$ cat src/rtl/debug_pkg.sv
// Shared types for the debug halt controller: FSM states, halt causes and the dcsr reset value.
package debug_pkg;

    typedef enum logic [2:0] {
        S_RUN    = 3'd0,
        S_DRAIN  = 3'd1,
        S_ENTER  = 3'd2,
        S_HALTED = 3'd3,
        S_RESUME = 3'd4,
        S_STEP   = 3'd5
    } dbg_state_e;

    typedef enum logic [1:0] {
        HOLD    = 2'b00,
        STEP    = 2'b01,
        HALTREQ = 2'b10,
        EBREAK  = 2'b11
    } dsp_cause_e;

    localparam logic [31:0] DCSR_RESET = 32'h3;

endpackage

$ cat src/rtl/debug_halt_ctrl_if.sv
// Bundle of Debug Module, pipeline and debug-CSR signals around the halt controller.
interface debug_halt_ctrl_if;

    logic       dm_haltreq;
    logic       dm_resumereq;
    logic       dm_ndmreset;
    logic       pipe_ebreak;
    logic       pipe_retire;
    logic       pipe_idle;
    logic       dcsr_step;
    logic       dcsr_ebreakm;

    logic       pipe_stall;
    logic       pipe_kill_ebreak;
    logic       dsp_reg_access;
    logic [1:0] dsp_cause;
    logic       dsp_status_reset;
    logic       dm_halted;
    logic       dm_resumeack;

    // slave: the halt controller itself; master: DM, pipeline and CSR block around it
    modport slave (
        input  dm_haltreq, dm_resumereq, dm_ndmreset,
        input  pipe_ebreak, pipe_retire, pipe_idle,
        input  dcsr_step, dcsr_ebreakm,
        output pipe_stall, pipe_kill_ebreak, dsp_reg_access, dsp_cause,
        output dsp_status_reset, dm_halted, dm_resumeack
    );

    modport master (
        output dm_haltreq, dm_resumereq, dm_ndmreset,
        output pipe_ebreak, pipe_retire, pipe_idle,
        output dcsr_step, dcsr_ebreakm,
        input  pipe_stall, pipe_kill_ebreak, dsp_reg_access, dsp_cause,
        input  dsp_status_reset, dm_halted, dm_resumeack
    );

endinterface

$ cat src/rtl/debug_step_timer.sv
// Saturating cycle counter bounding how long a single-stepped instruction may take to retire.
module debug_step_timer #(
    parameter int MAX = 64,
    parameter int W   = $clog2(MAX + 1)
) (
    input  logic clk_i,
    input  logic reset_i,
    input  logic clr,
    input  logic en,
    output logic expired
);

    localparam logic [W-1:0] MAX_C = W'(MAX);

    logic [W-1:0] cnt_reg;

    always_ff @(posedge clk_i or negedge reset_i) begin
        if (!reset_i) begin
            cnt_reg <= '0;
        end else if (clr) begin
            cnt_reg <= '0;
        end else if (en && (cnt_reg != MAX_C)) begin
            cnt_reg <= cnt_reg + W'(1);
        end
    end

    assign expired = (cnt_reg == MAX_C);

endmodule

$ cat src/rtl/debug_halt_ctrl.sv
// Debug-mode entry/exit FSM: halts the core on haltreq, ebreak or single step, drains the pipe,
// lets the CSR block capture dpc/cause, and resumes on resumereq.
module debug_halt_ctrl
    import debug_pkg::*;
#(
    parameter int STEP_TIMEOUT = 64,
    parameter int CNT_W        = $clog2(STEP_TIMEOUT + 1)
) (
    input logic              clk_i,
    input logic              reset_i,
    debug_halt_ctrl_if.slave dbg
);

    dbg_state_e state_reg, state_next;
    dsp_cause_e cause_reg, cause_next;
    logic       ndm_reg;
    logic       status_reset_reg;
    logic       step_expired;
    logic       step_en;
    logic       ebreak_hit;
    logic       halt_survives;

    logic       stall;
    logic       kill_ebreak;
    logic       reg_access;
    dsp_cause_e cause_out;
    logic       halted;
    logic       resumeack;

    assign ebreak_hit    = dbg.pipe_ebreak & dbg.dcsr_ebreakm;
    assign step_en       = (state_reg == S_STEP);
    assign halt_survives = (state_reg == S_HALTED) || (state_reg == S_ENTER);

    debug_step_timer #(
        .MAX (STEP_TIMEOUT),
        .W   (CNT_W)
    ) u_step_timer (
        .clk_i   (clk_i),
        .reset_i (reset_i),
        .clr     (~step_en),
        .en      (step_en),
        .expired (step_expired)
    );

    always_ff @(posedge clk_i or negedge reset_i) begin
        if (!reset_i) begin
            state_reg        <= S_RUN;
            cause_reg        <= HOLD;
            ndm_reg          <= 1'b0;
            status_reset_reg <= 1'b0;
        end else begin
            state_reg        <= state_next;
            cause_reg        <= cause_next;
            ndm_reg          <= dbg.dm_ndmreset;
            status_reset_reg <= dbg.dm_ndmreset & ~ndm_reg;
        end
    end

    always_comb begin
        state_next = state_reg;
        cause_next = cause_reg;
        case (state_reg)
            S_RUN: begin
                if (ebreak_hit) begin
                    state_next = S_DRAIN;
                    cause_next = EBREAK;
                end else if (dbg.dm_haltreq) begin
                    state_next = S_DRAIN;
                    cause_next = HALTREQ;
                end
            end
            S_DRAIN:  if (dbg.pipe_idle) state_next = S_ENTER;
            S_ENTER:  state_next = S_HALTED;
            S_HALTED: if (dbg.dm_resumereq && !dbg.dm_haltreq) state_next = S_RESUME;
            S_RESUME: begin
                cause_next = HOLD;
                state_next = dbg.dcsr_step ? S_STEP : S_RUN;
            end
            S_STEP: begin
                if (ebreak_hit) begin
                    state_next = S_DRAIN;
                    cause_next = EBREAK;
                end else if (dbg.pipe_retire) begin
                    state_next = S_DRAIN;
                    cause_next = STEP;
                end else if (dbg.dm_haltreq) begin
                    state_next = S_DRAIN;
                    cause_next = HALTREQ;
                end else if (step_expired) begin
                    state_next = S_DRAIN;
                    cause_next = STEP;
                end
            end
            default: begin
                state_next = S_RUN;
                cause_next = HOLD;
            end
        endcase
        // A halted core stays halted across a non-debug reset of the rest of the system
        if (dbg.dm_ndmreset && !halt_survives) begin
            state_next = S_RUN;
            cause_next = HOLD;
        end
    end

    always_comb begin
        stall       = 1'b0;
        reg_access  = 1'b0;
        cause_out   = HOLD;
        halted      = 1'b0;
        resumeack   = 1'b0;
        kill_ebreak = 1'b0;
        case (state_reg)
            S_RUN, S_STEP: kill_ebreak = ebreak_hit & ~dbg.dm_ndmreset;
            S_DRAIN:       stall = 1'b1;
            S_ENTER: begin
                stall      = 1'b1;
                reg_access = 1'b1;
                cause_out  = cause_reg;
            end
            S_HALTED: begin
                stall      = 1'b1;
                reg_access = 1'b1;
                halted     = 1'b1;
            end
            S_RESUME:      resumeack = 1'b1;
            default:       stall = 1'b0;
        endcase
    end

    assign dbg.pipe_stall       = stall;
    assign dbg.pipe_kill_ebreak = kill_ebreak;
    assign dbg.dsp_reg_access   = reg_access;
    assign dbg.dsp_cause        = cause_out;
    assign dbg.dsp_status_reset = status_reset_reg;
    assign dbg.dm_halted        = halted;
    assign dbg.dm_resumeack     = resumeack;

endmodule

$ cat src/flat_wrapper.sv
// flat-port wrapper written by rule: the top's interface ports become plain ports
module debug_halt_ctrl_flat import debug_pkg::*;
#(
    parameter int STEP_TIMEOUT = 64,
    parameter int CNT_W        = $clog2(STEP_TIMEOUT + 1)
)
  (clk_i, reset_i, dbg_dm_haltreq, dbg_dm_resumereq, dbg_dm_ndmreset, dbg_pipe_ebreak, dbg_pipe_retire, dbg_pipe_idle, dbg_dcsr_step, dbg_dcsr_ebreakm, dbg_pipe_stall, dbg_pipe_kill_ebreak, dbg_dsp_reg_access, dbg_dsp_cause, dbg_dsp_status_reset, dbg_dm_halted, dbg_dm_resumeack);
  debug_halt_ctrl_if dbg_i ();
  input logic clk_i;
  input logic reset_i;
  input wire logic [$bits(dbg_i.dm_haltreq)-1:0] dbg_dm_haltreq;
  input wire logic [$bits(dbg_i.dm_resumereq)-1:0] dbg_dm_resumereq;
  input wire logic [$bits(dbg_i.dm_ndmreset)-1:0] dbg_dm_ndmreset;
  input wire logic [$bits(dbg_i.pipe_ebreak)-1:0] dbg_pipe_ebreak;
  input wire logic [$bits(dbg_i.pipe_retire)-1:0] dbg_pipe_retire;
  input wire logic [$bits(dbg_i.pipe_idle)-1:0] dbg_pipe_idle;
  input wire logic [$bits(dbg_i.dcsr_step)-1:0] dbg_dcsr_step;
  input wire logic [$bits(dbg_i.dcsr_ebreakm)-1:0] dbg_dcsr_ebreakm;
  output wire logic [$bits(dbg_i.pipe_stall)-1:0] dbg_pipe_stall;
  output wire logic [$bits(dbg_i.pipe_kill_ebreak)-1:0] dbg_pipe_kill_ebreak;
  output wire logic [$bits(dbg_i.dsp_reg_access)-1:0] dbg_dsp_reg_access;
  output wire logic [$bits(dbg_i.dsp_cause)-1:0] dbg_dsp_cause;
  output wire logic [$bits(dbg_i.dsp_status_reset)-1:0] dbg_dsp_status_reset;
  output wire logic [$bits(dbg_i.dm_halted)-1:0] dbg_dm_halted;
  output wire logic [$bits(dbg_i.dm_resumeack)-1:0] dbg_dm_resumeack;
  assign dbg_i.dm_haltreq = dbg_dm_haltreq;
  assign dbg_i.dm_resumereq = dbg_dm_resumereq;
  assign dbg_i.dm_ndmreset = dbg_dm_ndmreset;
  assign dbg_i.pipe_ebreak = dbg_pipe_ebreak;
  assign dbg_i.pipe_retire = dbg_pipe_retire;
  assign dbg_i.pipe_idle = dbg_pipe_idle;
  assign dbg_i.dcsr_step = dbg_dcsr_step;
  assign dbg_i.dcsr_ebreakm = dbg_dcsr_ebreakm;
  assign dbg_pipe_stall = dbg_i.pipe_stall;
  assign dbg_pipe_kill_ebreak = dbg_i.pipe_kill_ebreak;
  assign dbg_dsp_reg_access = dbg_i.dsp_reg_access;
  assign dbg_dsp_cause = dbg_i.dsp_cause;
  assign dbg_dsp_status_reset = dbg_i.dsp_status_reset;
  assign dbg_dm_halted = dbg_i.dm_halted;
  assign dbg_dm_resumeack = dbg_i.dm_resumeack;
  debug_halt_ctrl #(.STEP_TIMEOUT(STEP_TIMEOUT), .CNT_W(CNT_W)) u_core (.clk_i(clk_i), .reset_i(reset_i), .dbg(dbg_i));
endmodule
$ cat config.mk
export PLATFORM = sky130hd
export DESIGN_NAME = debug_halt_ctrl_flat
export DESIGN_NICKNAME = d
export VERILOG_FILES = /design/src/rtl/debug_pkg.sv /design/src/rtl/debug_halt_ctrl_if.sv /design/src/rtl/debug_step_timer.sv /design/src/rtl/debug_halt_ctrl.sv /design/src/flat_wrapper.sv
export SDC_FILE = /design/constraint.sdc
export NUM_CORES = 1
export LEC_CHECK = 0
export CORE_ASPECT_RATIO = 1.1
export CORE_MARGIN = 5
export CORE_UTILIZATION = 50
export CTS_CLUSTER_DIAMETER = 50
export DETAILED_ROUTE_END_ITERATION = 10
export GPL_ROUTABILITY_DRIVEN = 0
export PLACE_DENSITY = 0.77
export SETUP_SLACK_MARGIN = 0.15
export SLEW_MARGIN = 20
export SYNTH_ARGS = -nofsm -noshare
export SYNTH_HDL_FRONTEND = slang
export SYNTH_HIERARCHICAL = 1
export SYNTH_SLANG_ARGS = --single-unit
$ cat constraint.sdc
create_clock -name clk_i -period 2.6 [get_ports clk_i]
set_clock_uncertainty 0.2 [all_clocks]
set_input_delay 0.78 -clock clk_i [delete_from_list [all_inputs] [get_ports clk_i]]
set_output_delay 0.78 -clock clk_i [all_outputs]
set_load 0.05 [all_outputs]
==> summary.md, run 1 <==
| Metric | Value |
|---|---|
| Combinational power share | `50.8%` |
| Power Density | `699 nW/um2` |
| Synth Area in Simple Gates | `32.1%` |
| CP max stage cell | `clkdlybuf4s15_2` |
| H-tree depth | `1` |
| Via Count | `831` |
| Net count reported at finish | `139` |
| Count of different cell masters after synthesis | `44` |
| Synth-to-Final Area Change | `42.6%` |
| Initial drt markers | `12` |
| Buf+Inv Stages, Crit Path | `2` |
| Vias/cell | `5.77` |
| Share of cells above drive strength 1 | `34.9%` |
| Post-Synth Adder-Cell Area | `2.71%` |
| WL/cell | `14.6 um` |
| Worst Hold End | `u_core/dbg.dsp_status_reset` |
| GRT Total Usage | `17.2%` |
| Dpl ws | `-0.178 ns` |
| Fmax | `408 MHz` |
| Flop-to-flop setup slack | `0.20 ns` |
| Final ANT Viol Nets | `0` |
| Worst r2r path cells | `6` |
| Switching power share of the total | `40.6%` |
| Max clock buf depth | `2` |
| Max FFs per register | `7` |
| Flop pwr share | `32.0%` |
| Crit Path Max Fanout | `2` |
| Initial Util | `51.9%` |
| Post-synthesis mux area share | `5.55%` |
| Fin cells | `144` |
| N_diodes | `0` |
| Vias in the first global route | `818` |
| Die ar. | `2810 um2` |
| HP Class | `flop to flop` |
| Core area | `1780 um2` |
| Worst Hold Depth | `1` |
| Hold Violations, Final | `0` |
| Post-DP Area | `1210 um2` |
| Area of the mapped netlist | `925 um2` |
| Cell Chain, Critical Path | `clkdlybuf4s15_2 -> nor2_2 -> nand2_2 -> nor2_4 -> buf_12` |
| Largest net degree at the start of global routing | `15` |
| Max VDD drop | `0.405 mV` |
| Root buffer cell | `clkbuf_4` |
| Internal Dissipation | `0.548 mW` |
| Tcrit/Tclk final | `94.3%` |
| CP endpoint kind | `output pin` |
| CP top delay family | `simple AND/OR/NAND/NOR gates` |
| WP data arrival | `1.47 ns` |
| Reg2Reg Launch Point | `u_core/u_step_timer/cnt_reg[4]` |
| Total leakage power | `0.567 nW` |
| Total Wirelength | `2.10 mm` |
| Synth async-reset ratio | `100%` |
| Synth Area in Compound Gates | `13.8%` |
| Main combinational cell family by area after synthesis | `simple AND/OR/NAND/NOR gates` |
| HPWL Detailed | `1.52 mm` |
| RR Endpoint | `u_core/cause_reg[0]` |
| Skew-Pair Late Insertion Delay | `0.28 ns` |
| Crit path largest cell delay | `0.20 ns` |
| Setup_tns | `0 ns` |
| GR Overflow Total | `0` |
| TritonCTS Buffers | `3` |
| Drt pass-1 iters | `4` |
| Number of port buffers | `17` |
| Initial antenna violation count | `0` |
| Post-synthesis net count | `110` |
| Sink Count | `14` |
| Mapped Cells | `98` |
| Synth Warn # | `6` |
| Cells after DPL | `136` |
| Avg Inst Size Synth | `9.44 um2` |
| Synth Area in XOR/XNOR | `2.84%` |
| Max-Cap Viols | `0` |
| Worst EP required | `1.62 ns` |
| DRC viols | `0` |
| Top FF cell, synth | `dfrtp_1` |
| Startpoint types | `input pin` |
| CTS tree | `done` |
| Worst rel slew slack | `57.1%` |
| Proportion of power drawn by the clock network | `17.2%` |
| # setup viols final | `0` |
| Max-slew violation count | `0` |
| CTS clk-pin slew, worst paths | `0.08 ns` |
| Final worst slack | `0.148 ns` |
| Post-synth EDFFs | `0` |
| Final min period | `2.45 ns` |
| # IOs | `18` |
| Measured slew at the worst slew-check pin | `0.642 ns` |
| First-pass GRT wire length | `3.47 mm` |
| Sw Pwr | `0.375 mW` |
| Register area share after synthesis | `37.9%` |
| Run status | `finished, final reports clean` |
| Hold slack | `0.196 ns` |
| Synth Register Bits | `14` |
| Die Ht | `55.1 um` |
| Total Power | `0.922 mW` |
| Die Wd | `51 um` |
| Hold_sp | `u_core/ndm_reg` |
| Util after Layout | `74.0%` |
| Worst Setup Path Type | `input pin to output pin` |
| RSZ-0062 raised after global routing | `yes` |
| Row count | `16` |
| Finished Cell Area | `1320 um2` |
[metal layers]
metal	share of wire (%)	vias to the layer above	track usage, %
li1	-	416	-
met1	44	391	17.2
met2	50	20	30.0
met3	4.3	4	5.36
met4	1.8	0	13.5
met5	0	-	0
[power groups by stage]
| stage | combinational, mW | sequential [mW] | clock (mW) |
|---|---|---|---|
| finish | 0.469 | 0.295 | 0.159 |
| global route | 0.495 | 0.299 | 0.180 |
| CTS | 0.468 | 0.290 | 0.166 |
| global placement | 0.448 | 0.292 | 0 |
| floorplan | 0.315 | 0.269 | 0 |
| detailed placement | 0.455 | 0.293 | 0 |
[what timing repair did]
action / 4_1_cts / 5_1_grt
setup buffers: 1 / 3
endpoints found under the setup margin: 1 / 7
pin swaps: 2 / 1
resized for setup: 9 / 9
hold buffers: 0 / 0
[worst max path at each step]
stage / start / end / slack [ns] / cells after the start
4_1_cts: u_core/u_step_timer/cnt_reg[2] / u_core/cause_reg[1] / 0.15 / 6
6_report: dbg_dm_ndmreset / dbg_pipe_kill_ebreak / 0.15 / 5
2_1_floorplan: dbg_dm_ndmreset / dbg_pipe_kill_ebreak / 0.06 / 3
3_5_place_dp: dbg_dm_ndmreset / dbg_pipe_kill_ebreak / -0.18 / 5
5_1_grt: dbg_dm_ndmreset / dbg_pipe_kill_ebreak / 0.10 / 5
3_3_place_gp: dbg_dm_ndmreset / dbg_pipe_kill_ebreak / -0.18 / 5
[area by class of cell]
cell class,count,area [um2]
fillers,134,463
multi-input cells,74,572
well taps,18,22.5
repair buffers,28,309
clock buffers,4,36.3
flip-flops and latches,14,355
inverters,6,23.8
[placed cells by master (no fill, tap or decap), types with 2 or more instances in the layout]
master           netlist  routed
nand4b_1               2       2
o22ai_1                2       2
buf_12                 0       6
mux2_4                 2       2
clkdlybuf4s50_1        0       7
nand2_1                9       6
dlygate4sd2_1          0       2
dfrtp_2                0       4
o21ai_0                2       2
a21oi_1                7       7
buf_4                  0      12
nand4_1                2       2
nand2_2                0       3
nor2_1                 6       4
nand3_1                3       3
nor3_1                 2       2
or3_1                  3       3
inv_1                  4       4
and3_1                 4       4
xor2_1                 2       2
clkbuf_4               0       3
a31oi_1                2       2
dfrtp_1               14      10
nand2b_1               2       2
nor2_4                 0       2
[synthesized netlist by cell type (3+ instances only)]
| cell | count | share of area (%) |
|---|---|---|
| a21oi_1 | 7 | 3.8 |
| and3_1 | 4 | 2.7 |
| dfrtp_1 | 14 | 38 |
| inv_1 | 4 | 1.6 |
| nand2_1 | 9 | 3.7 |
| nand3_1 | 3 | 1.6 |
| nor2_1 | 6 | 2.4 |
| or3_1 | 3 | 2.0 |
[cells by family after synthesis]
logic type               after synthesis
AND/OR/NAND/NOR                       46
AO/OA/AOI/OAI                         19
multiplexers                           4
flip-flops                            14
buffers and inverters                 10
XOR/XNOR                               3
adder cells (fa/ha/maj)                2
(Power assumes the default switching activity.)
==> inputs of run 2 (changes only) <==
--- a/config.mk
+++ b/config.mk
@@ -7,11 +7,12 @@
 export LEC_CHECK = 0
 export CORE_ASPECT_RATIO = 1.1
 export CORE_MARGIN = 5
-export CORE_UTILIZATION = 50
+export CORE_UTILIZATION = 45
 export CTS_CLUSTER_DIAMETER = 50
 export DETAILED_ROUTE_END_ITERATION = 10
 export GPL_ROUTABILITY_DRIVEN = 0
-export PLACE_DENSITY = 0.77
+export PLACE_DENSITY = 0.74
+export REMOVE_ABC_BUFFERS = 1
 export SETUP_SLACK_MARGIN = 0.15
 export SLEW_MARGIN = 20
 export SYNTH_ARGS = -nofsm -noshare
==> constraint.sdc (replaced) <==
create_clock -name clk_i -period 2 [get_ports clk_i]
set_clock_uncertainty 0.2 [all_clocks]
set_input_delay 0.6 -clock clk_i [delete_from_list [all_inputs] [get_ports clk_i]]
set_output_delay 0.6 -clock clk_i [all_outputs]
set_load 0.05 [all_outputs]
==> summary.md, run 2 (synthesis gave the netlist of run 1 again) <==
| Metric | Value |
|---|---|
| Run status | `complete, but fails checks` |
| Failing checks | `setup timing` |
| Die ar. | `3060 um2 (+9.0%)` |
| H-tree depth | `1 (unchanged)` |
| Root buffer cell | `clkbuf_4` |
| Largest net degree at the start of global routing | `15 (unchanged)` |
| CTS tree | `done` |
| Measured slew at the worst slew-check pin | `0.347 ns (-0.294 ns)` |
| Proportion of power drawn by the clock network | `13.8% (-3.4 points)` |
| Fmax | `452 MHz` |
| Drt pass-1 iters | `4 (unchanged)` |
| Sw Pwr | `0.621 mW (+66%)` |
| Startpoint types | `input pin` |
| Initial antenna violation count | `0 (unchanged)` |
| WP data arrival | `2.19 ns (+0.72 ns)` |
| # setup viols final | `9 (+9)` |
| Total Power | `1.52 mW (+65%)` |
| Most common cell after layout, fill and taps aside | `buf_4` |
| Final min period | `2.21 ns` |
| Combinational power share | `61.5% (+11 points)` |
| Switching power share of the total | `40.7% (+0.12 points)` |
| Skew-Pair Late Insertion Delay | `0.28 ns (about the same)` |
| CP max stage cell | `clkdlybuf4s50_1` |
| Worst EP required | `1.98 ns (+0.36 ns)` |
| CP top delay family | `buffers and inverters` |
| Crit path largest cell delay | `0.45 ns (+0.25 ns)` |
| Worst Setup Path Type | `input pin to flop` |
| Worst rel slew slack | `76.8% (+20 points)` |
| Internal Dissipation | `0.903 mW (+65%)` |
| Hold slack | `0.197 ns (+0.00101 ns)` |
| Initial drt markers | `28 (+16)` |
| DRC viols | `0 (unchanged)` |
| Cell Chain, Critical Path | `clkdlybuf4s50_1 -> a2111oi_2 -> nor4b_4 -> or4_4 -> mux2_4` |
| HP Class | `flop to flop` |
| Number of port buffers | `17 (unchanged)` |
| Share of cells above drive strength 1 | `55.2% (+20 points)` |
| Row count | `17 (+1)` |
| Final worst slack | `-0.211 ns (-0.359 ns)` |
| WL/cell | `18.1 um (+24%)` |
| GR Overflow Total | `0 (unchanged)` |
| Buf+Inv Stages, Crit Path | `1 (-1)` |
| Flop pwr share | `24.7% (-7.3 points)` |
| Core area | `1980 um2 (+11%)` |
| Vias/cell | `5.67 (-1.7%)` |
| Net count reported at finish | `167 (+20%)` |
| # IOs | `18 (unchanged)` |
| Sink Count | `14 (unchanged)` |
| Synth-to-Final Area Change | `80.5%` |
| Crit Path Max Fanout | `2 (unchanged)` |
| Initial Util | `46.7% (-5.2 points)` |
| CP endpoint kind | `flop` |
| Max-Cap Viols | `0 (unchanged)` |
| Via Count | `1032 (+24%)` |
| Vias in the first global route | `1071 (+31%)` |
| First-pass GRT wire length | `4.86 mm (+40%)` |
| Total Wirelength | `3.29 mm (+57%)` |
| HPWL Detailed | `1.99 mm (+31%)` |
| Final ANT Viol Nets | `0 (unchanged)` |
| Max clock buf depth | `2 (unchanged)` |
| Max-slew violation count | `0 (unchanged)` |
| Hold Violations, Final | `0 (unchanged)` |
| RSZ-0062 raised after global routing | `yes` |
| Max VDD drop | `0.963 mV (+140%)` |
| Tcrit/Tclk final | `111%` |
| Max FFs per register | `7 (unchanged)` |
| N_diodes | `0 (unchanged)` |
| TritonCTS Buffers | `3 (unchanged)` |
| Die Wd | `53.2 um (+4.4%)` |
| CTS clk-pin slew, worst paths | `0.10 ns (+0.02 ns)` |
| Most frequent cells in the layout | `32 x buf_4, 12 x dfrtp_1, 8 x buf_12` |
| Die Ht | `57.5 um (+4.4%)` |
| Power Density | `913 nW/um2 (+31%)` |
| Total leakage power | `0.742 nW (+31%)` |
| GRT Total Usage | `21.2% (+4.0 points)` |
## run 2: cell types whose count changed in the layout (fill, tap and decap cells not counted), sizes merged
cell / previous run / this run
buf: 18 / 47
clkdlybuf4s50: 7 / 5
dlygate4sd2: 2 / 3
## run 2: repair_timing
| item | 4_1_cts | 5_1_grt |
|---|---|---|
| endpoints found under the hold margin | 0 | 0 |
| resized for setup | 28 | 20 |
| hold buffers | 0 | 0 |
| buffers inserted | 7 | 8 |
| endpoints found under the setup margin | 12 | 12 |
| cloned | 0 | 0 |
| pin swaps | 7 | 7 |
## run 2: layer usage
metal  routed length [um]  vias to the layer above  track usage (%)
li1                     -                      471                -
met1                 1250                      504             22.0
met2                 1780                       49             39.9
met3                  208                        8             5.22
met4                   53                        0             6.57
met5                    0                        -                0
## run 2: worst paths after layout
check	startpoint	end	slack [ns]	cells after the start
worst max-delay path	dbg_pipe_retire	u_core/cause_reg[1]	-0.21	5
worst min-delay path	u_core/ndm_reg	u_core/dbg.dsp_status_reset	0.20	1
worst max register to register	u_core/u_step_timer/cnt_reg[4]	u_core/cause_reg[1]	-0.18	6
worst min register to register	u_core/ndm_reg	u_core/dbg.dsp_status_reset	0.20	1
max in group asynchronous	reset_i	u_core/state_reg[0]	0.99	2
min in group asynchronous	reset_i	u_core/u_step_timer/cnt_reg[0]	0.42	2
## run 2: layout make-up
cell class                 instances  area (um2)
multi-input combinational         74         647
clock buffer                       4        36.3
tap                               28        35.0
inverter                           6        32.5
fill                             108         309
sequential                        14         353
timing repair buffer              56         566
## run 2: through the flow
stage	area (um2)	utilization [%]	setup TNS (ns)	instances	setup WS [ns]
global placement	1370	69.1	-1.55	163	-0.494
global route	1670	84.4	-1.64	182	-0.249
floorplan	901	-	-2.25	94	-0.383
CTS	1520	76.8	-0.761	174	-0.178
detailed placement	1370	69.1	-1.69	163	-0.533
finish	1670	84.4	-1.18	182	-0.211
## run 2: worst register-to-register path: cells and delay by family, from the launching register on
kind | cells | cell delay (ns)
flip-flops | 1 | 0.42
AO/OA/AOI/OAI | 1 | 0.05
AND/OR/NAND/NOR | 4 | 1.10
multiplexers | 1 | 0.31
## run 2: power by group through the flow
stage	logic (mW)	clock network, mW	registers [mW]
6_report	0.936	0.211	0.376
5_1_grt	0.978	0.225	0.381
4_1_cts	0.818	0.207	0.363
3_5_place_dp	0.685	0	0.368
3_3_place_gp	0.673	0	0.366
2_1_floorplan	0.352	0	0.370
==> inputs of run 3 (changes only) <==
--- a/config.mk
+++ b/config.mk
@@ -5,13 +5,16 @@
 export SDC_FILE = /design/constraint.sdc
 export NUM_CORES = 1
 export LEC_CHECK = 0
+export CELL_PAD_IN_SITES_DETAIL_PLACEMENT = 0
+export CELL_PAD_IN_SITES_GLOBAL_PLACEMENT = 1
 export CORE_ASPECT_RATIO = 1.1
 export CORE_MARGIN = 5
-export CORE_UTILIZATION = 45
+export CORE_UTILIZATION = 34
 export CTS_CLUSTER_DIAMETER = 50
+export CTS_CLUSTER_SIZE = 40
 export DETAILED_ROUTE_END_ITERATION = 10
 export GPL_ROUTABILITY_DRIVEN = 0
-export PLACE_DENSITY = 0.74
+export PLACE_DENSITY = 0.73
 export REMOVE_ABC_BUFFERS = 1
 export SETUP_SLACK_MARGIN = 0.15
 export SLEW_MARGIN = 20
==> summary.md, run 3 (synthesis gave the netlist of run 1 again) <==
| Metric | Value |
|---|---|
| Die Ht | `64.7 um (+12%)` |
| Most common cell after layout, fill and taps aside | `buf_4` |
| Final min period | `2.19 ns (-0.0253 ns)` |
| CP endpoint kind | `flop` |
| Hold Buf Count CTS | `0 (unchanged)` |
| Synth-to-Final Area Change | `92.4%` |
| Worst Hold Depth | `1 (unchanged)` |
| Vias/cell | `5.32 (-6.2%)` |
| Die ar. | `3860 um2 (+26%)` |
| Row count | `19 (+2)` |
| Initial antenna violation count | `0 (unchanged)` |
| Vias in the first global route | `1026 (-4.2%)` |
| Flop-to-flop setup slack | `-0.18 ns (about the same)` |
| CTS clk-pin slew, worst paths | `0.09 ns (about the same)` |
| Worst EP required | `1.98 ns (about the same)` |
| Failing checks | `setup timing` |
| Initial Util | `36.4% (-10 points)` |
| Fmax | `457 MHz (+1.2%)` |
| Dpl ws | `-0.544 ns (-0.0115 ns)` |
| Max-Cap Viols | `0 (unchanged)` |
| Die Wd | `59.7 um (+12%)` |
| HP Class | `flop to flop` |
| Crit Path Max Fanout | `2 (unchanged)` |
| Share of cells above drive strength 1 | `56.2% (+0.98 points)` |
| Largest net degree at the start of global routing | `15 (unchanged)` |
| Hold Violations, Final | `0 (unchanged)` |
| WL/cell | `15.5 um (-15%)` |
| Reg2Reg Launch Point | `u_core/u_step_timer/cnt_reg[4]` |
| Setup_tns | `-0.999 ns (+0.180 ns)` |
| Startpoint types | `input pin` |
| Most frequent cells in the layout | `30 x buf_4, 16 x buf_6, 12 x dfrtp_1` |
| DRC viols | `0 (unchanged)` |
| TritonCTS Buffers | `3 (unchanged)` |
| RSZ-0062 raised after global routing | `yes` |
| N_diodes | `0 (unchanged)` |
| Worst Hold End | `u_core/dbg.dsp_status_reset` |
| Via Count | `1027 (-0.48%)` |
| Measured slew at the worst slew-check pin | `0.362 ns (+0.0149 ns)` |
| GR Overflow Total | `0 (unchanged)` |
| Worst Setup Path Type | `input pin to flop` |
| First-pass GRT wire length | `4.64 mm (-4.5%)` |
| Skew-Pair Late Insertion Delay | `0.29 ns (about the same)` |
| Max-slew violation count | `0 (unchanged)` |
| Total Wirelength | `2.99 mm (-9.4%)` |
| Max clock buf depth | `2 (unchanged)` |
| WP data arrival | `2.17 ns (-0.02 ns)` |
| HPWL Detailed | `1.87 mm (-6.0%)` |
| Hold_sp | `u_core/ndm_reg` |
| GRT Total Usage | `15.7% (-5.4 points)` |
| Final ANT Viol Nets | `0 (unchanged)` |
| Number of port buffers | `17 (unchanged)` |
| Worst Setup SP | `dbg_pipe_retire` |
| Net count reported at finish | `175 (+4.8%)` |
| Core area | `2540 um2 (+29%)` |
| Drt pass-1 iters | `4 (unchanged)` |
| Run status | `complete, but fails checks` |
| Max FFs per register | `7 (unchanged)` |
| Root buffer cell | `clkbuf_4` |
| Sink Count | `14 (unchanged)` |
| # IOs | `18 (unchanged)` |
| Power Density | `935 nW/um2 (+2.4%)` |
| Final worst slack | `-0.186 ns (+0.0253 ns)` |
| Worst r2r path cells | `6 (unchanged)` |
| Total leakage power | `0.792 nW (+6.7%)` |
| # setup viols final | `9 (unchanged)` |
| Max VDD drop | `1.23 mV (+27%)` |
| Tcrit/Tclk final | `109% (-1.3 points)` |
| CTS tree | `done` |
| H-tree depth | `1 (unchanged)` |
| RR Endpoint | `u_core/cause_reg[0]` |
| Worst rel slew slack | `75.8% (-0.99 points)` |
| Initial drt markers | `33 (+18%)` |
## run 3: cell count changes in the layout (fill, tap and decap cells not counted), moves of 2 or more
cell,change
buf_6,+9
or3_1,+2
buf_4,-2
a21oi_1,+2
a21oi_2,-2
or3_4,-2
## run 3: worst max path at each step
stage                                      end  cells past startpoint
after CTS                  u_core/cause_reg[0]                      6
after floorplan           dbg_pipe_kill_ebreak                      3
after global placement     u_core/cause_reg[0]                      5
after global routing       u_core/cause_reg[1]                      6
after detailed placement   u_core/cause_reg[0]                      5
final                      u_core/cause_reg[0]                      5
## run 3: where the power goes
| part | internal, mW | switching, mW |
|---|---|---|
| Sequential | 0.319 | 0.0491 |
| Combinational | 0.592 | 0.492 |
| Clock | 0.111 | 0.101 |
## run 3: per-stage QoR
stage | utilization (%) | area [um2] | instances | total power [mW] | hold WS (ns)
after global routing | 69.9 | 1780 | 193 | 1.75 | 0.219
final | 69.9 | 1780 | 193 | 1.66 | 0.194
after CTS | 64.1 | 1630 | 188 | 1.51 | 0.198
after floorplan | - | 901 | 94 | 0.722 | 0.104
after detailed placement | 53.3 | 1360 | 164 | 1.05 | 0.185
after global placement | 53.3 | 1360 | 164 | 1.05 | 0.182
## run 3: layout make-up
type / count / area, um2
clock buffers: 4 / 36.3
fillers: 166 / 764
inverters: 6 / 32.5
multi-input cells: 74 / 651
flip-flops and latches: 14 / 353
well taps: 31 / 38.8
repair buffers: 64 / 668
## run 3: layer usage
layer  global-route usage [%]  share of wire, %  up-vias
met2                     27.4                52       33
met1                     17.7                43      494
li1                         -                 -      494
met5                        0                 0        -
met3                     3.77               3.7        6
met4                     6.93               1.5        0
## run 3: critical path, cell delays in order
cell             delay [ns]
clkdlybuf4s50_1        0.43
a2111oi_2              0.42
nor4b_4                0.26
or4_4                  0.17
mux2_4                 0.29
## run 3: timing repair
item | 4_1_cts | 5_1_grt
endpoints found under the setup margin | 12 | 13
gates resized for setup | 29 | 27
buffers inserted | 20 | 5
pin swaps | 8 | 6
endpoints found under the hold margin | 0 | 0
==> variant 1, RTL diff (settings of run 3) <==
`STEP_TIMEOUT` is set to 64 in 2 places; all go to 32.
--- a/src/rtl/debug_halt_ctrl.sv
+++ b/src/rtl/debug_halt_ctrl.sv
@@ -3,7 +3,7 @@
 module debug_halt_ctrl
     import debug_pkg::*;
 #(
-    parameter int STEP_TIMEOUT = 64,
+    parameter int STEP_TIMEOUT = 32,
     parameter int CNT_W        = $clog2(STEP_TIMEOUT + 1)
 ) (
     input logic              clk_i,
--- a/src/flat_wrapper.sv
+++ b/src/flat_wrapper.sv
@@ -1,7 +1,7 @@
 // flat-port wrapper written by rule: the top's interface ports become plain ports
 module debug_halt_ctrl_flat import debug_pkg::*;
 #(
-    parameter int STEP_TIMEOUT = 64,
+    parameter int STEP_TIMEOUT = 32,
     parameter int CNT_W        = $clog2(STEP_TIMEOUT + 1)
 )
   (clk_i, reset_i, dbg_dm_haltreq, dbg_dm_resumereq, dbg_dm_ndmreset, dbg_pipe_ebreak, dbg_pipe_retire, dbg_pipe_idle, dbg_dcsr_step, dbg_dcsr_ebreakm, dbg_pipe_stall, dbg_pipe_kill_ebreak, dbg_dsp_reg_access, dbg_dsp_cause, dbg_dsp_status_reset, dbg_dm_halted, dbg_dm_resumeack);
Behaviour: same outputs for any inputs over 10 cycles, from zero or initial values and one cycle with reset_i low; that may be too few to reach the edited logic, so the function may still have changed.
==> variant 1 against run 3 <==
  * The run still ends with setup timing left
  * Power fell by 8.1%
  * Global-route usage rose by 0.27 points
  * Die area fell by 5.0%
  * Wire length fell by 6.8%
  * Synthesized cell count fell by 6.1%
  * Design area fell by 5.0%
  * Register-to-register slack improved by 0.07 ns
  * Area after synthesis fell by 6.0%
  * Setup slack improved by 0.065 ns
  * Maximum frequency rose by 3.1%
  * Sequential cell count fell by 1
  * Critical path type is now in -> out
==> variant 1: results (changes against run 3) <==
<table>
<tr><th>Metric</th><th>Value</th></tr>
<tr><th colspan="2">Drt</th></tr>
<tr><td>Met3 WL post-DR</td><td>120 um (+10%)</td></tr>
<tr><td>Drt first-iter violations</td><td>14 (-58%)</td></tr>
<tr><td>Post-DR wirelength/cell</td><td>15.0 um (-3.3%)</td></tr>
<tr><td>Met1 routed wirelength after detailed routing</td><td>1050 um (-18%)</td></tr>
<tr><td>DR WL met2</td><td>1550 um (-0.26%)</td></tr>
<tr><th colspan="2">Place</th></tr>
<tr><td>Setup slack after placement</td><td>-0.560 ns (-0.0156 ns)</td></tr>
<tr><td>Cells after DPL</td><td>159 (-3.0%)</td></tr>
<tr><th colspan="2">Synthesis</th></tr>
<tr><td>Per-instance average area after synthesis</td><td>9.45 sq um (+0.18%)</td></tr>
<tr><td>Top cells by area, synth</td><td>sky130_fd_sc_hd__dfrtp_1 37%, sky130_fd_sc_hd__nand2_1 3.9%, sky130_fd_sc_hd__a21oi_1 3.5%, sky130_fd_sc_hd__mux2_4 3.5%, sky130_fd_sc_hd__and3_1 2.9%</td></tr>
<tr><td>Sequential area share after synthesis</td><td>0.374 (-0.00479)</td></tr>
<tr><td>Post-Synth Adder-Cell Area</td><td>0.0288 (+0.00171)</td></tr>
<tr><td>Most numerous cell types in the synthesized netlist</td><td>13 x sky130_fd_sc_hd__dfrtp_1, 9 x sky130_fd_sc_hd__nand2_1, 6 x sky130_fd_sc_hd__a21oi_1, 6 x sky130_fd_sc_hd__nor2_1</td></tr>
<tr><th colspan="2">Status</th></tr>
<tr><td>Failing checks</td><td>setup timing</td></tr>
<tr><td>Run status</td><td>finished with violations</td></tr>
<tr><th colspan="2">Timing</th></tr>
<tr><td># setup viols final</td><td>10 (+1)</td></tr>
<tr><td>Worst slew margin</td><td>0.795 (+0.0375)</td></tr>
<tr><td>Min setup slack post-route</td><td>-0.121 ns (+0.0649 ns)</td></tr>
<tr><th colspan="2">GRT</th></tr>
<tr><td>Vias in the first global route</td><td>1,005 (-2.0%)</td></tr>
<tr><td>First-pass GRT wire length</td><td>4460 um (-3.9%)</td></tr>
<tr><td>Met1 track demand over resource</td><td>0.176 (-0.00116)</td></tr>
<tr><td>Largest net degree at the start of global routing</td><td>14 (-1)</td></tr>
<tr><th colspan="2">Pwr</th></tr>
<tr><td>Max rail drop VDD</td><td>1.06 mV (-13%)</td></tr>
<tr><th colspan="2">Critical path</th></tr>
<tr><td>Cell class contributing the biggest share of worst-path delay</td><td>buffers and inverters</td></tr>
<tr><td>Max Fanout on Critical Path</td><td>3 (+1)</td></tr>
<tr><td>Slowest library cell on the worst path</td><td>sky130_fd_sc_hd__clkdlybuf4s15_2</td></tr>
<tr><td>Stage delay of the slowest cell on the critical path</td><td>0.22 ns (-0.21 ns)</td></tr>
<tr><th colspan="2">Finish</th></tr>
<tr><td>Flip-flop count of the largest register after layout</td><td>6 (-1)</td></tr>
</table>
[variant 1: kinds of logic after synthesis]
group | after synthesis
buf+inv | 10
compound gates | 17
xor+xnor | 3
flops | 13
simple gates | 43
mux | 4
fa+ha+maj | 2
[variant 1: through the flow]
stage	hold slack [ns]	util	TNS, ns	instance area, sq um	total power, W
4_1_cts	0.205	0.638	-0.805	1580	0.00142
5_1_grt	0.245	0.684	-1.50	1690	0.00161
3_3_place_gp	0.183	0.528	-1.64	1310	0.00103
2_1_floorplan	0.104	-	-2.08	845	0.000701
3_5_place_dp	0.192	0.528	-1.85	1310	0.00103
6_report	0.213	0.684	-0.892	1690	0.00153
[variant 1: final cells by class]
class / count / area (sq um)
Inverter: 6 / 42.5
Tap cell: 31 / 38.8
Clock inverter: 1 / 5.00
Timing Repair Buffer: 63 / 628
Sequential cell: 13 / 329
Multi-Input combinational cell: 69 / 624
Fill cell: 190 / 782
Clock buffer: 3 / 22.5
[variant 1: worst paths after layout]
check / endpoint / slack (ns) / from / cells after the start
max in group asynchronous: u_core/state_reg[1] / 1.02 / reset_i / 2
max: dbg_pipe_kill_ebreak / -0.12 / dbg_dm_ndmreset / 5
min reg2reg: u_core/dbg.dsp_status_reset / 0.21 / u_core/ndm_reg / 1
min in group asynchronous: u_core/dbg.dsp_status_reset / 0.40 / reset_i / 2
max reg2reg: u_core/cause_reg[1] / -0.11 / u_core/u_step_timer/cnt_reg[1] / 8
min: u_core/dbg.dsp_status_reset / 0.21 / u_core/ndm_reg / 1
[variant 1: repair_timing]
item,in CTS,in global routing
gates resized for setup,41,15
buffers inserted,15,8
pin swaps,10,4
setup endpoints to repair,12,13
[variant 1: where the power goes]
part           internal, W  switching [W]
combinational     0.000531       0.000477
clock            0.0000746       0.000103
sequential        0.000300      0.0000433
total             0.000906       0.000623
==> variant 2, RTL diff (settings of run 3) <==
Without the edit above. Reset style: synchronous (`reset_i`), changed in 2 clocked blocks.
--- a/src/rtl/debug_step_timer.sv
+++ b/src/rtl/debug_step_timer.sv
@@ -14,7 +14,7 @@
 
     logic [W-1:0] cnt_reg;
 
-    always_ff @(posedge clk_i or negedge reset_i) begin
+    always_ff @(posedge clk_i) begin
         if (!reset_i) begin
             cnt_reg <= '0;
         end else if (clr) begin
--- a/src/rtl/debug_halt_ctrl.sv
+++ b/src/rtl/debug_halt_ctrl.sv
@@ -42,7 +42,7 @@
         .expired (step_expired)
     );
 
-    always_ff @(posedge clk_i or negedge reset_i) begin
+    always_ff @(posedge clk_i) begin
         if (!reset_i) begin
             state_reg        <= S_RUN;
             cause_reg        <= HOLD;
Function: differs if reset_i is asserted again (counterexample within 4 cycles, from zero or initial values and one cycle with reset_i low); with reset_i held inactive, the same outputs for 10 cycles.
==> variant 2 against run 3 <==
  * The flow still finishes with violations (setup timing)
  * Wire length decreased by 25%
  * Critical endpoint is now dbg_pipe_kill_ebreak
  * Die area shrank 8.2%
  * Register-to-register slack better by 0.14 ns
  * Critical path depth decreased by 1
  * Area after synthesis fell by 9.7%
  * Design area down 16%
  * Setup slack got worse by 0.061 ns
  * Sequential cell count unchanged
Power is not compared: it rests on default switching activity, and its combinational part moved more than twofold at a synthesized area within 25%.
==> variant 2: results (changes against run 3) <==
<table>
<tr><th>Metric</th><th>Value</th></tr>
<tr><th colspan="2">GRT</th></tr>
<tr><td>Largest net degree at the start of global routing</td><td>9 (-6)</td></tr>
<tr><td>GRT Util Overall</td><td>0.140 (-0.0176)</td></tr>
<tr><td>First-pass GRT wire length</td><td>3750 um (-19%)</td></tr>
<tr><th colspan="2">Drt</th></tr>
<tr><td>Post-DR wirelength/cell</td><td>12.5 um (-19%)</td></tr>
<tr><td>Via count</td><td>889 (-13%)</td></tr>
<tr><td>Total wirelength of the detailed-routed design</td><td>2230 um (-25%)</td></tr>
<tr><th colspan="2">Finish</th></tr>
<tr><td>Number of ordinary and repair buffers in the finished layout</td><td>47 (-27%)</td></tr>
<tr><td>Post-layout net count</td><td>162 (-7.4%)</td></tr>
<tr><td>Count of non-CTS inverters in the layout</td><td>7 (+1)</td></tr>
<tr><td>Buffer share of cell area</td><td>0.323 (-0.0528)</td></tr>
<tr><td>Sequential cell area in the final layout</td><td>289 sq um (-18%)</td></tr>
<tr><td>Proportion of layout cells with a drive suffix above 1</td><td>0.493 (-0.0685)</td></tr>
<tr><td>Final clock-cell share</td><td>0.0150 (-0.00538)</td></tr>
<tr><th colspan="2">Critical path</th></tr>
<tr><td>Origin of the critical flop-to-flop path</td><td>u_core/u_step_timer/cnt_reg[1]</td></tr>
<tr><td>Start point of the critical path</td><td>u_core/state_reg[0]</td></tr>
<tr><td>Cell class contributing the biggest share of worst-path delay</td><td>flip-flops</td></tr>
<tr><td>Data arrival time of the critical path</td><td>1.45 ns (-0.72 ns)</td></tr>
<tr><th colspan="2">Timing</th></tr>
<tr><td>Worst slew margin</td><td>0.756 (-0.00223)</td></tr>
<tr><td>Min setup slack post-route</td><td>-0.247 ns (-0.0611 ns)</td></tr>
<tr><td>Setup TNS</td><td>-1.00 ns (-0.00390 ns)</td></tr>
<tr><td># setup viols final</td><td>8 (-1)</td></tr>
<tr><th colspan="2">Status</th></tr>
<tr><td>Run status</td><td>finished with violations</td></tr>
<tr><td>Failing checks</td><td>setup timing</td></tr>
<tr><th colspan="2">Place</th></tr>
<tr><td>Cells after DPL</td><td>171 (+4.3%)</td></tr>
<tr><th colspan="2">Synthesis</th></tr>
<tr><td>Top cells by area, synth</td><td>sky130_fd_sc_hd__dfxtp_1 34%, sky130_fd_sc_hd__nand2_1 5.4%, sky130_fd_sc_hd__mux2i_1 4.8%, sky130_fd_sc_hd__nor2_1 4.5%, sky130_fd_sc_hd__a21oi_1 4.2%</td></tr>
<tr><td>Proportion of synthesized flip-flops having asynchronous set or reset</td><td>0 (-1.00)</td></tr>
<tr><td>Library cells used by synthesis</td><td>34 (-23%)</td></tr>
<tr><th colspan="2">Hold path</th></tr>
<tr><td>Source of the worst hold timing path</td><td>u_core/ndm_reg</td></tr>
</table>
variant 2: cell types whose count changed in the layout (fill, tap and decap cells not counted), sizes merged, moves of 3 or more:
cell	run 3	this run
buf	55	40
nand2	9	12
dfrtp	14	0
nor2	7	11
and2	0	4
and3	4	1
nand3	3	0
mux2i	1	4
dfxtp	0	14
mux2	3	0
a2111oi	1	4
variant 2: worst paths after layout:
kind                                               endpoint  cells after the start
worst min register to register  u_core/dbg.dsp_status_reset                      1
worst max register to register          u_core/cause_reg[1]                      8
worst min-delay path            u_core/dbg.dsp_status_reset                      1
worst max-delay path                   dbg_pipe_kill_ebreak                      4
variant 2: logic make-up after synthesis:
group | share of synthesized area
xor+xnor | 0.0210
buf+inv | 0.0480
compound gates | 0.186
simple gates | 0.331
fa+ha+maj | 0.0300
mux | 0.0480
flops | 0.336
variant 2: power by group through the flow:
stage	clock network, W	logic (W)	registers, W
floorplan	0	0.0000442	0.000300
global route	0.000176	0.000147	0.000289
CTS	0.000160	0.000130	0.000287
detailed placement	0	0.000115	0.000294
global placement	0	0.000114	0.000294
finish	0.000149	0.000138	0.000287
variant 2: per-layer routing:
layer / part of all wire / vias to the layer above / global-route usage
met1: 0.44 / 420 / 0.167
met3: 0.026 / 2 / 0.0248
li1: - / 454 / -
met4: 0.0081 / 0 / 0.0596
met5: 0 / - / 0
met2: 0.52 / 13 / 0.250
variant 2: timing repair:
| item | CTS | global route |
|---|---|---|
| pin swaps | 8 | 4 |
| gates resized for setup | 42 | 14 |
| buffers inserted | 2 | 2 |
| setup endpoints to repair | 11 | 17 |
